### src/rtl/rx_pkg.sv
// rx_pkg: shared widths, frame geometry and writer state type for the Rx frame-buffer controller
package rx_pkg;
  localparam int ADD_W = 18;
  localparam int DATA_W = 6;
  localparam logic [17:0] FRAME_SIZE = 18'h12C00;
  localparam logic [17:0] LAST_ADD = FRAME_SIZE - 18'd1;
  typedef enum logic {IDLE, WRITE} wrState_t;
endpackage

### src/rtl/rx_bank_swap.sv
// rx_bank_swap: writer FSM plus wr/rd bank, frame_ready and drop counter state
// Ports: clk, rst (async, active-high); rxFrameStart, wrStrobe, wrAdd from Rx decode;
// rdFrameStart from the display; wrAccept/wrBankNow steer this cycle's write;
// rdBank, frameReady, dropCnt are the registered bank-swap state.
module rx_bank_swap #(
  parameter int ADD_W = rx_pkg::ADD_W,
  parameter logic [ADD_W-1:0] LAST_ADD = rx_pkg::LAST_ADD
) (
  input  logic             clk,
  input  logic             rst,
  input  logic             rxFrameStart,
  input  logic             wrStrobe,
  input  logic [ADD_W-1:0] wrAdd,
  input  logic             rdFrameStart,
  output logic             wrAccept,
  output logic             wrBankNow,
  output logic             rdBank,
  output logic             frameReady,
  output logic [7:0]       dropCnt
);
  import rx_pkg::*;
  wrState_t state, stateNext;
  logic wrBank, idle, swapNow, startNew, drop, done;
  always_comb begin
    idle = state == IDLE;
    swapNow = rdFrameStart & frameReady & idle;
    startNew = rxFrameStart & idle;
    // a swap in the same cycle means the pending frame was shown, so it is not a drop
    drop = startNew & frameReady & ~swapNow;
    // a frame header with a strobe opens the frame first, so that write is accepted
    wrAccept = wrStrobe & (rxFrameStart | ~idle);
    wrBankNow = startNew ? ~(rdBank ^ swapNow) : wrBank;
    done = wrAccept & (wrAdd == LAST_ADD);
    stateNext = done ? IDLE : rxFrameStart ? WRITE : state;
  end
  always_ff @(posedge clk or posedge rst) begin
    if (rst) begin
      state <= IDLE;
      wrBank <= 1'b0;
      rdBank <= 1'b0;
      frameReady <= 1'b0;
      dropCnt <= 8'd0;
    end else begin
      state <= stateNext;
      wrBank <= wrBankNow;
      rdBank <= rdBank ^ swapNow;
      frameReady <= done | (frameReady & ~swapNow & ~drop);
      if (drop && dropCnt != 8'hFF) dropCnt <= dropCnt + 8'd1;
    end
  end
endmodule

### src/rtl/rx_bank_arbiter.sv
// rx_bank_arbiter: ping-pong frame-buffer port arbiter between Rx writes and display reads
// Ports: clk, rst (async, active-high); rx_* write side; rd_* display read side with
// rd_ack/rd_valid/rd_data; mem_* single-port dual-bank RAM interface; rd_bank,
// frame_ready and drop_cnt status.
module rx_bank_arbiter #(
  parameter int ADD_W = rx_pkg::ADD_W,
  parameter int DATA_W = rx_pkg::DATA_W,
  parameter logic [ADD_W-1:0] LAST_ADD = rx_pkg::LAST_ADD
) (
  input  logic              clk,
  input  logic              rst,
  input  logic              rx_frame_start,
  input  logic              rx_wr_y,
  input  logic              rx_wr_c,
  input  logic [ADD_W-1:0]  rx_wr_add,
  input  logic [DATA_W-1:0] rx_wr_data,
  input  logic              rd_frame_start,
  input  logic              rd_req,
  input  logic [ADD_W-1:0]  rd_add,
  output logic              rd_ack,
  output logic              rd_valid,
  output logic [DATA_W-1:0] rd_data,
  output logic              mem_en,
  output logic              mem_we,
  output logic              mem_sel_c,
  output logic              mem_bank,
  output logic [ADD_W-1:0]  mem_add,
  output logic [DATA_W-1:0] mem_wdata,
  input  logic [DATA_W-1:0] mem_rdata,
  output logic              rd_bank,
  output logic              frame_ready,
  output logic [7:0]        drop_cnt
);
  import rx_pkg::*;
  logic wrAccept, wrBank, grant;
  // rd_req stays high through the ack cycle, so an outstanding ack blocks a second grant
  assign grant = rd_req & ~rd_ack & ~wrAccept;
  rx_bank_swap #(.ADD_W(ADD_W), .LAST_ADD(LAST_ADD)) bankSwap (
    .clk(clk),
    .rst(rst),
    .rxFrameStart(rx_frame_start),
    .wrStrobe(rx_wr_y | rx_wr_c),
    .wrAdd(rx_wr_add),
    .rdFrameStart(rd_frame_start),
    .wrAccept(wrAccept),
    .wrBankNow(wrBank),
    .rdBank(rd_bank),
    .frameReady(frame_ready),
    .dropCnt(drop_cnt)
  );
  always_ff @(posedge clk or posedge rst) begin
    if (rst) begin
      mem_en <= 1'b0;
      mem_we <= 1'b0;
      mem_sel_c <= 1'b0;
      mem_bank <= 1'b0;
      mem_add <= '0;
      mem_wdata <= '0;
      rd_ack <= 1'b0;
      rd_valid <= 1'b0;
    end else begin
      mem_en <= wrAccept | grant;
      mem_we <= wrAccept;
      mem_sel_c <= wrAccept & ~rx_wr_y;
      mem_bank <= wrAccept ? wrBank : grant & rd_bank;
      mem_add <= wrAccept ? rx_wr_add : grant ? rd_add : '0;
      mem_wdata <= wrAccept ? rx_wr_data : '0;
      rd_ack <= grant;
      rd_valid <= rd_ack;
    end
  end
  // the RAM returns data the cycle after the read strobe, which is the rd_valid cycle
  assign rd_data = rd_valid ? mem_rdata : '0;
endmodule

### config.mk
export PLATFORM = sky130hd
export DESIGN_NAME = rx_bank_arbiter
export DESIGN_NICKNAME = d
export VERILOG_FILES = /design/src/rtl/rx_pkg.sv /design/src/rtl/rx_bank_swap.sv /design/src/rtl/rx_bank_arbiter.sv
export SDC_FILE = /design/constraint.sdc
export NUM_CORES = 1
export LEC_CHECK = 0
export ABC_AREA = 1
export BUFFER_PORTS_ARGS = -buffer_cell sky130_fd_sc_hd__buf_2
export CAP_MARGIN = 20
export CORE_MARGIN = 4
export CORE_UTILIZATION = 35
export DETAILED_ROUTE_END_ITERATION = 10
export PLACE_DENSITY_LB_ADDON = 0.2
export REMOVE_ABC_BUFFERS = 1
export SETUP_SLACK_MARGIN = 0.02
export SYNTH_ARGS = -nofsm -noshare
export SYNTH_HDL_FRONTEND = slang
export SYNTH_HIERARCHICAL = 1
export SYNTH_SLANG_ARGS = --single-unit
### constraint.sdc
create_clock -name clk -period 2.2 [get_ports clk]
set_input_delay 0 -clock clk [delete_from_list [all_inputs] [get_ports clk]]
set_output_delay 0 -clock clk [all_outputs]
set_load 0.02 [all_outputs]
# [Yosys cells after proc, flatten, opt, wreduce, memory -nomap -nowiden]
# Index checks and enable logic that the tools add are counted.
[word_totals] mem_count=0 elab_cells=51 output_inout_bits=46 latchBits=0 romBits=0 ram_bits=0 reg_bits=42 input_bits=55
[op_classes] multipliers=0 n_div=0 eq_ne=2 n_reduce_logical=2 n_mux=8 shift=0 n_bitwise=25 magnitude_cmp=0 n_addsub=1
[op_table] op="2-to-1 mux 18 bit" count=2
[op_table] op="== test 18 x 17 -> 1 bit, second input constant" count=1
[op_table] op="AND 1 bit" count=13
[op_table] op="2-to-1 mux 6 bit" count=2
[op_table] op="adder 8 x 1 -> 8 bit, second input constant" count=1
[op_table] op="!= test 8 bit, second input constant" count=1
[op_table] op="inverter 1 bit" count=7
[op_table] op="2-to-1 mux 1 bit" count=4
[op_table] op="bitwise OR 1 bit" count=4
[op_table] op="nonzero test 2 bit" count=1
[op_table] op="logical AND 1 bit" count=1
[op_table] op="XOR 1 bit" count=1

# [Longest topological paths before layout]
# Gate-level depths: netlist (run 1).
[depth] depth_word=7 depth_mapped=8 ltp_nobuf=8

# [Hierarchy]
# The synthesis (run 1) kept the hierarchy.
[by_module_without_submodules] mod="rx_bank_arbiter" seq_area_each_um2=750.7 area_per_inst_um2=1212.4 n_inst=1 cells_each=127
[by_module_without_submodules] mod="rx_bank_swap" seq_area_each_um2=300.3 area_per_inst_um2=755.7 n_inst=1 cells_each=108

# [Worst setup path before layout (run 1)]
# Ideal clock, no wire load.
[synth_timing] path_kind="register to register" start="register bankSwap.dropCnt[0]" end="register bankSwap.dropCnt[3]" n_path_buf=0 t_required_ns=2.083 arrival_time_ns=1.225 slack_ns=0.858 period_less_slack_ns=1.342 path_stages_with_launch=9 setup_time_ns=0.117 path_cell_list="dfrtp_1 -> ha_1 -> inv_1 -> nor2_4 -> nand2_2 -> nand2_4 -> inv_4 -> nand2_1 -> nand2_1"
[synth_via] elab_chain_len=2 word_cells_on_any_way=3 classes_between="add/sub (1); eq/ne (1); reduce/logical (1)"
[synth_lines] item="start, declared" line_no="rx_bank_swap.sv:19" rtl="output logic [7:0] dropCnt"
[synth_lines] item="start signal, assigned" line_no="rx_bank_swap.sv:48" rtl="if (drop && dropCnt != 8'hFF) dropCnt <= dropCnt + 8'd1;"
[synth_lines] item="parallel branches: the longest is 2 deep, another holds adder 8 x 1 -> 8 bit"
# Parallel ways; which one is timed is not known.
# A chain may end at the register's enable or synchronous reset.

# [Final worst setup path (run 1)]
[layout_timing] start="input port rx_wr_y" end="register mem_add[11]"
[layout_via] elab_chain_len=6
[layout_lines] item="start, declared" line_no="rx_bank_arbiter.sv:13" rtl="input logic rx_wr_y,"
[layout_lines] item="bitwise OR 1 bit *" line_no="rx_bank_arbiter.sv:42" rtl=".wrStrobe(rx_wr_y | rx_wr_c),"
[layout_lines] item="AND 1 bit *" line_no="rx_bank_swap.sv:31" rtl="wrAccept = wrStrobe & (rxFrameStart | ~idle);"
[layout_lines] item="via wrAccept" line_no="rx_bank_arbiter.sv:35" rtl="logic wrAccept, wrBank, grant;"
[layout_lines] item="inverter 1 bit" line_no="rx_bank_arbiter.sv:37" rtl="assign grant = rd_req & ~rd_ack & ~wrAccept;"
[layout_lines] item="AND 1 bit" line_no="rx_bank_arbiter.sv:37"
[layout_lines] item="2-to-1 mux 18 bit" line_no="rx_bank_arbiter.sv:66" rtl="mem_add <= wrAccept ? rx_wr_add : grant ? rd_add : '0;"
[layout_lines] item="2-to-1 mux 18 bit *" line_no="rx_bank_arbiter.sv:66"
[layout_lines] item="end signal, assigned" line_no="rx_bank_arbiter.sv:66"
[layout_lines] item="end, declared" line_no="rx_bank_arbiter.sv:27" rtl="output logic [ADD_W-1:0] mem_add,"
# Mark *: on every way through the listed nets, which the timed path passes. The rest lies on a longest branch.

==> metrics.txt, run 1 <==
RR Startpoint bankSwap/state; dominant cell by count in the synthesized netlist nand2_1; # diodes 0; Async SR Flop Fraction 100%; vias in the first global route about 2,100; Layout Nets between 400 and 500; CP arrival 2.15 ns; Max Slew Vio Count 0; clock transition at the registers of the reported paths around 0.08 ns; layout cells sized above 1 between 30% and 40%; r2r endpoint mem_add[11]; Clock Latency Late Sink between 0.2 and 0.3 ns; CTS H-tree lvls 2; die area 0.00689 mm²; Top FF cell, synth dfrtp_1; gr usage total approximately 17%; Max stage delay on crit path 0.56 ns; Distinct cells, synth 24; EDFF count, synth 0; highest clock rate slightly above 500 MHz; IO Count 101; slowest CP cell dlygate4sd3_1; Avg Inst Size Synth roughly 8.4 µm²; Core ar. between 0.005 and 0.006 mm²; PD cells about 530 mW/mm²; # rows 27; Seq cells post-synth 42; hpwl dp approximately 3700 µm; final setup margin 0.219 ns; largest net degree at the start of global routing 31; first-pass GRT wire length between 9000 and 10,000 µm; drt pass-1 iters 4; count of mapped cells out of synthesis approximately 240; Worst VDD drop approximately 0.21 mV; Biggest register mem_add; GRT overflow 0; Tcrit/Tclk final 90.1%; via count slightly above 2,000; DIE HEIGHT just over 80 µm; die width 83.0 µm; total CTS buffers 5; Worst Hold Class in -> reg; Critical Path Fanout Max 18; top cell type's share of synthesized area 53.4%; Cell Area, Synth approximately 0.0020 mm²; minimum clock period after layout 1.98 ns; setup violators final 0; Avg WL per Cell 12.3 µm; Crit path depth 9; status completed; Crit Path Category in -> reg; ANT nets after route 0; Detailed Route WL approximately 5600 µm; reg2reg setup slack ~0.32 ns; initial antenna violation count 0; Worst Setup End Kind flip-flop; Crit. Startpoint rx_wr_y; Area growth, synth to finish 53.6%; leading registers by flop count mem_add x18, bankSwap/dropCnt x8, mem_wdata x6; DRC viols 0; clock sink total 42; Post-CTS Setup Inserts 0; post-synthesis sequential area ratio between 50% and 60%; top post-synthesis cells by count 94 x nand2_1, 42 x dfrtp_1, 22 x inv_1; Filler cells ~530; initial core utilization 36.0%; max reg flops 18; GP Congestion between 0.8 and 0.9; synth warn 6; Synth area leader dfrtp_1; CTS tree built; static leakage 1.72 nW; setup_tns 0 ns; Setup Skew between 0.005 and 0.006 ns; critical path, cell by cell dlygate4sd3_1 > buf_2 > or2_2 > o21ai_0 > inv_2 > buf_4 > nand2_1 > nand2_1 > dlygate4sd3_1; Final Hold Viols 0; MaxCap Viol Count 0; Startpoint Class input pin; Iteration-0 DRC Markers roughly 120; setup slack at placement just over 0.8 ns; RSZ-0062 raised after global routing false; CP bufs+invs 5; CP Capture Point mem_add[11]; Port Buf Inserts 100; worst-case reg-to-reg path depth 6; top cells by area, synth dfrtp_1 53%, nand2_1 18%, nand4_1 6.7%; via density per instance ~4.5; Critical Path RT 2.37 ns; worst-case clock buffer depth 2; relative slew slack 66.9%; Tightest Pin Transition about 0.5 ns; cell family with most CP delay buffers and inverters; root buffer cell clkbuf_8
## stage by stage
stage	utilization, %	hold slack [ns]	instances	instance area [µm²]	total power (W)
2_1_floorplan	-	-0.135	227	1900	0.000955
3_3_place_gp	45.7	0.0593	401	2500	0.00108
3_5_place_dp	45.7	0.0583	401	2500	0.00108
4_1_cts	55.2	0.0450	452	3020	0.00162
5_1_grt	55.2	0.0674	452	3020	0.00169
6_report	55.2	0.0516	452	3020	0.00161
## cells by family after synthesis
group,synth area share (%)
AOI/OAI and AO/OA,1.27
xor gates and xnor gates,1.78
adders and majority gates,0.636
buffers and inverters,10.0
DFF,53.4
and+or+nand+nor,32.9
## routing by layer
layer	track usage, %	part of all wire [%]	vias to the layer above
met3	4.56	7.1	10
li1	-	-	1018
met5	0	0	-
met2	29.2	50	74
met1	20.8	41	936
met4	5.79	1.7	0
## area by class of cell
class	instances	area (µm²)	share of cell area (%)
Sequential cell	42	1050	34.8
Timing Repair Buffer	146	956	31.6
Clock inverter	2	10.0	0.331
Multi-Input combinational cell	153	719	23.8
Inverter	32	128	4.22
Tap cell	72	90.1	2.98
Clock buffer	5	68.8	2.28
## how the worst min path moves through the flow
stage | startpoint | endpoint | slack, ns | cells after the start
finish | rx_frame_start | bankSwap/state | 0.05 | 5
global route | rd_frame_start | bankSwap/rdBank | 0.07 | 3
CTS | rx_frame_start | bankSwap/state | 0.04 | 5
detailed placement | rst | bankSwap/dropCnt[7] | 0.06 | 2
global placement | rst | bankSwap/dropCnt[3] | 0.06 | 2
floorplan | rst | bankSwap/dropCnt[0] | -0.14 | 1
## timing repair
item | CTS | global route
hold buffers | 44 | 0
hold endpoints to repair | 67 | 0
setup endpoints to repair | 0 | 17
resized for setup | 0 | 1
## worst min-delay path: stages
cell and delay, ns:
buf_2 0.12, nor2_1 0.05, inv_1 0.04, nand2_1 0.04, inv_1 0.04
## power by group
| part | internal, W | switching, W |
|---|---|---|
| Combinational | 0.000148 | 0.000168 |
| Sequential | 0.000809 | 0.0000124 |
| Clock | 0.000213 | 0.000257 |
| Total | 0.00117 | 0.000437 |
## layout by cell type (no fill, tap or decap), types with 3 or more instances in the layout
master and n:
buf_2 100, clkbuf_8 5, dfrtp_1 42, dlygate4sd3_1 44, inv_1 21, inv_2 8
inv_4 3, nand2_1 94, nand3_1 5, nand4_1 21, nor2_1 12, nor2_4 3
o21ai_0 3, xor2_1 3
(Power assumes the default switching activity.)
==> inputs of run 2 (changes only) <==
==> constraint.sdc (replaced) <==
create_clock -name clk -period 2.6 [get_ports clk]
set_input_delay 0 -clock clk [delete_from_list [all_inputs] [get_ports clk]]
set_output_delay 0 -clock clk [all_outputs]
set_load 0.02 [all_outputs]
==> run 2 against run 1 <==
  * Global-route usage is 1.2 points lower
  * Routed wire length decreased by 2.8%
  * Register-to-register slack gained 0.03 ns
  * Total power is 16% lower
  * Final cell count fell by 0.22%
  * First-iteration DRC count shrank 40%
  * Clock skew rose by 0.0044 ns
==> metrics.txt, run 2 (same netlist as run 1, synthesis figures left out) <==
DRC viols 0; PostCTS Resize Cnt 0; Crit Path Category in -> reg; setup_tns 0 ns; Comb power frac about a fifth; GRT overflow 0; die area just under 0.007 mm²; CTS Hold Bufs 44; initial antenna violation count 0; minimum clock period after layout between 2 and 2.5 ns; RR Startpoint bankSwap/state; Clock Latency Late Sink ~0.29 ns; Max Slew Vio Count 0; drt pass-1 iters 5; largest net degree at the start of global routing 31; relative slew slack between 40% and 50%; clock sink total 42; Clk pwr share between 20% and 30%; commonest non-fill, non-tap cell in the layout buf_2; Iteration-0 DRC Markers 69; Final Hold Viols 0; worst-case clock buffer depth 2; initial core utilization around 36%; first-pass GRT wire length roughly 9100 µm; CTS H-tree lvls 2; Pint ~0.00099 W; Post-CTS Setup Inserts 0; # diodes 0; DIE HEIGHT around 83 µm; Port Buf Inserts 100; slowest CP cell dlygate4sd3_1; utilization after layout roughly 55%; ANT nets after route 0; sequential power share roughly 51%; Critical Path Fanout Max 28; gr usage total between 15 and 20%; Avg WL per Cell roughly 12 µm; static leakage 1.72 nW; Worst VDD drop approximately 0.24 mV; Post-Layout Cell Count roughly 450; RSZ-0062 raised after global routing false; status completed; most used cell, CP dlygate4sd3_1; CTS tree built; Layout Nets roughly 440; root buffer cell clkbuf_8; Area growth, synth to finish 53.2%; Worst Setup End Kind flip-flop; Worst Hold Class in -> reg; Sw Ratio a little over a quarter; total CTS buffers 5; clock transition at the registers of the reported paths about 0.070 ns; highest clock rate 426 MHz; Max stage delay on crit path ~0.54 ns; GP Congestion approximately 0.79; IO Count 101; via count around 2,000; hpwl dp 3700 µm; Biggest register mem_add; setup violators final 0; leading registers by flop count mem_add x18, bankSwap/dropCnt x8, mem_wdata x6; Core ar. between 0.005 and 0.006 mm²; vias in the first global route approximately 2,000; critical path, cell by cell dlygate4sd3_1 > buf_2 > or2_2 > o21ai_0 > inv_1 > inv_4 > nand4_1 > nand2_1 > dlygate4sd3_1; Setup Skew roughly 0.010 ns; CP arrival between 2 and 3 ns; Critical Path RT between 2 and 3 ns; # rows 27; Tcrit/Tclk final 90.2%; Tightest Pin Transition 0.875 ns; max reg flops 18; die width around 83 µm; Startpoint Class input pin; Hold Crit Start rd_frame_start; placed instance count 400; switching power 0.000367 W; MaxCap Viol Count 0; Detailed Route WL between 5000 and 6000 µm; layout cells sized above 1 about a third; via density per instance approximately 4.4; most frequent cells in the layout 100 x buf_2, 94 x nand2_1, 44 x dlygate4sd3_1; Crit. Startpoint rx_wr_y; PD cells between 400 and 500 mW/mm²
-- run 2: layout make-up --
| type | count | area, µm² |
|---|---|---|
| Clock buffer | 5 | 68.8 |
| Fill cell | 532 | 2460 |
| Sequential cell | 42 | 1050 |
| Multi-Input combinational cell | 153 | 719 |
| Clock inverter | 2 | 10.0 |
| Timing Repair Buffer | 145 | 948 |
| Inverter | 32 | 128 |
| Tap cell | 72 | 90.1 |
-- run 2: final timing paths --
check / end / slack [ns] / depth (start not counted)
worst max-delay path: mem_add[2] / 0.26 / 9
worst min-delay path: bankSwap/rdBank / 0.05 / 3
worst max register to register: mem_add[2] / 0.35 / 6
worst min register to register: rd_valid / 0.50 / 0
max in group asynchronous: mem_sel_c / 1.99 / 4
min in group asynchronous: bankSwap/dropCnt[3] / 0.28 / 3
-- run 2: power groups by stage --
stage	Clock (W)	Sequential, W	Combinational [W]
2_1_floorplan	0	0.000751	0.0000576
3_3_place_gp	0	0.000707	0.000202
3_5_place_dp	0	0.000707	0.000203
4_1_cts	0.000411	0.000694	0.000265
5_1_grt	0.000443	0.000697	0.000290
6_report	0.000398	0.000694	0.000264
-- run 2: critical path, delay by kind of cell --
family | cells | cell delay (ns)
and+or+nand+nor | 3 | 0.47
buffers and inverters | 5 | 1.98
AOI/OAI and AO/OA | 1 | 0.10
-- run 2: stage by stage --
stage	area (µm²)	setup slack [ns]	hold slack [ns]	power, W
floorplan	1900	1.26	-0.135	0.000808
global placement	2500	0.954	0.0610	0.000909
detailed placement	2500	0.894	0.0662	0.000910
CTS	3020	0.241	0.0396	0.00137
global route	3020	0.103	0.0410	0.00143
finish	3020	0.255	0.0499	0.00136
-- run 2: metal layers --
metal | vias up | part of all wire [%] | global-route usage, %
li1 | 1016 | - | -
met4 | 0 | 0.56 | 3.57
met3 | 4 | 6.8 | 5.06
met1 | 908 | 42 | 18.6
met5 | - | 0 | 0
met2 | 78 | 50 | 28.3
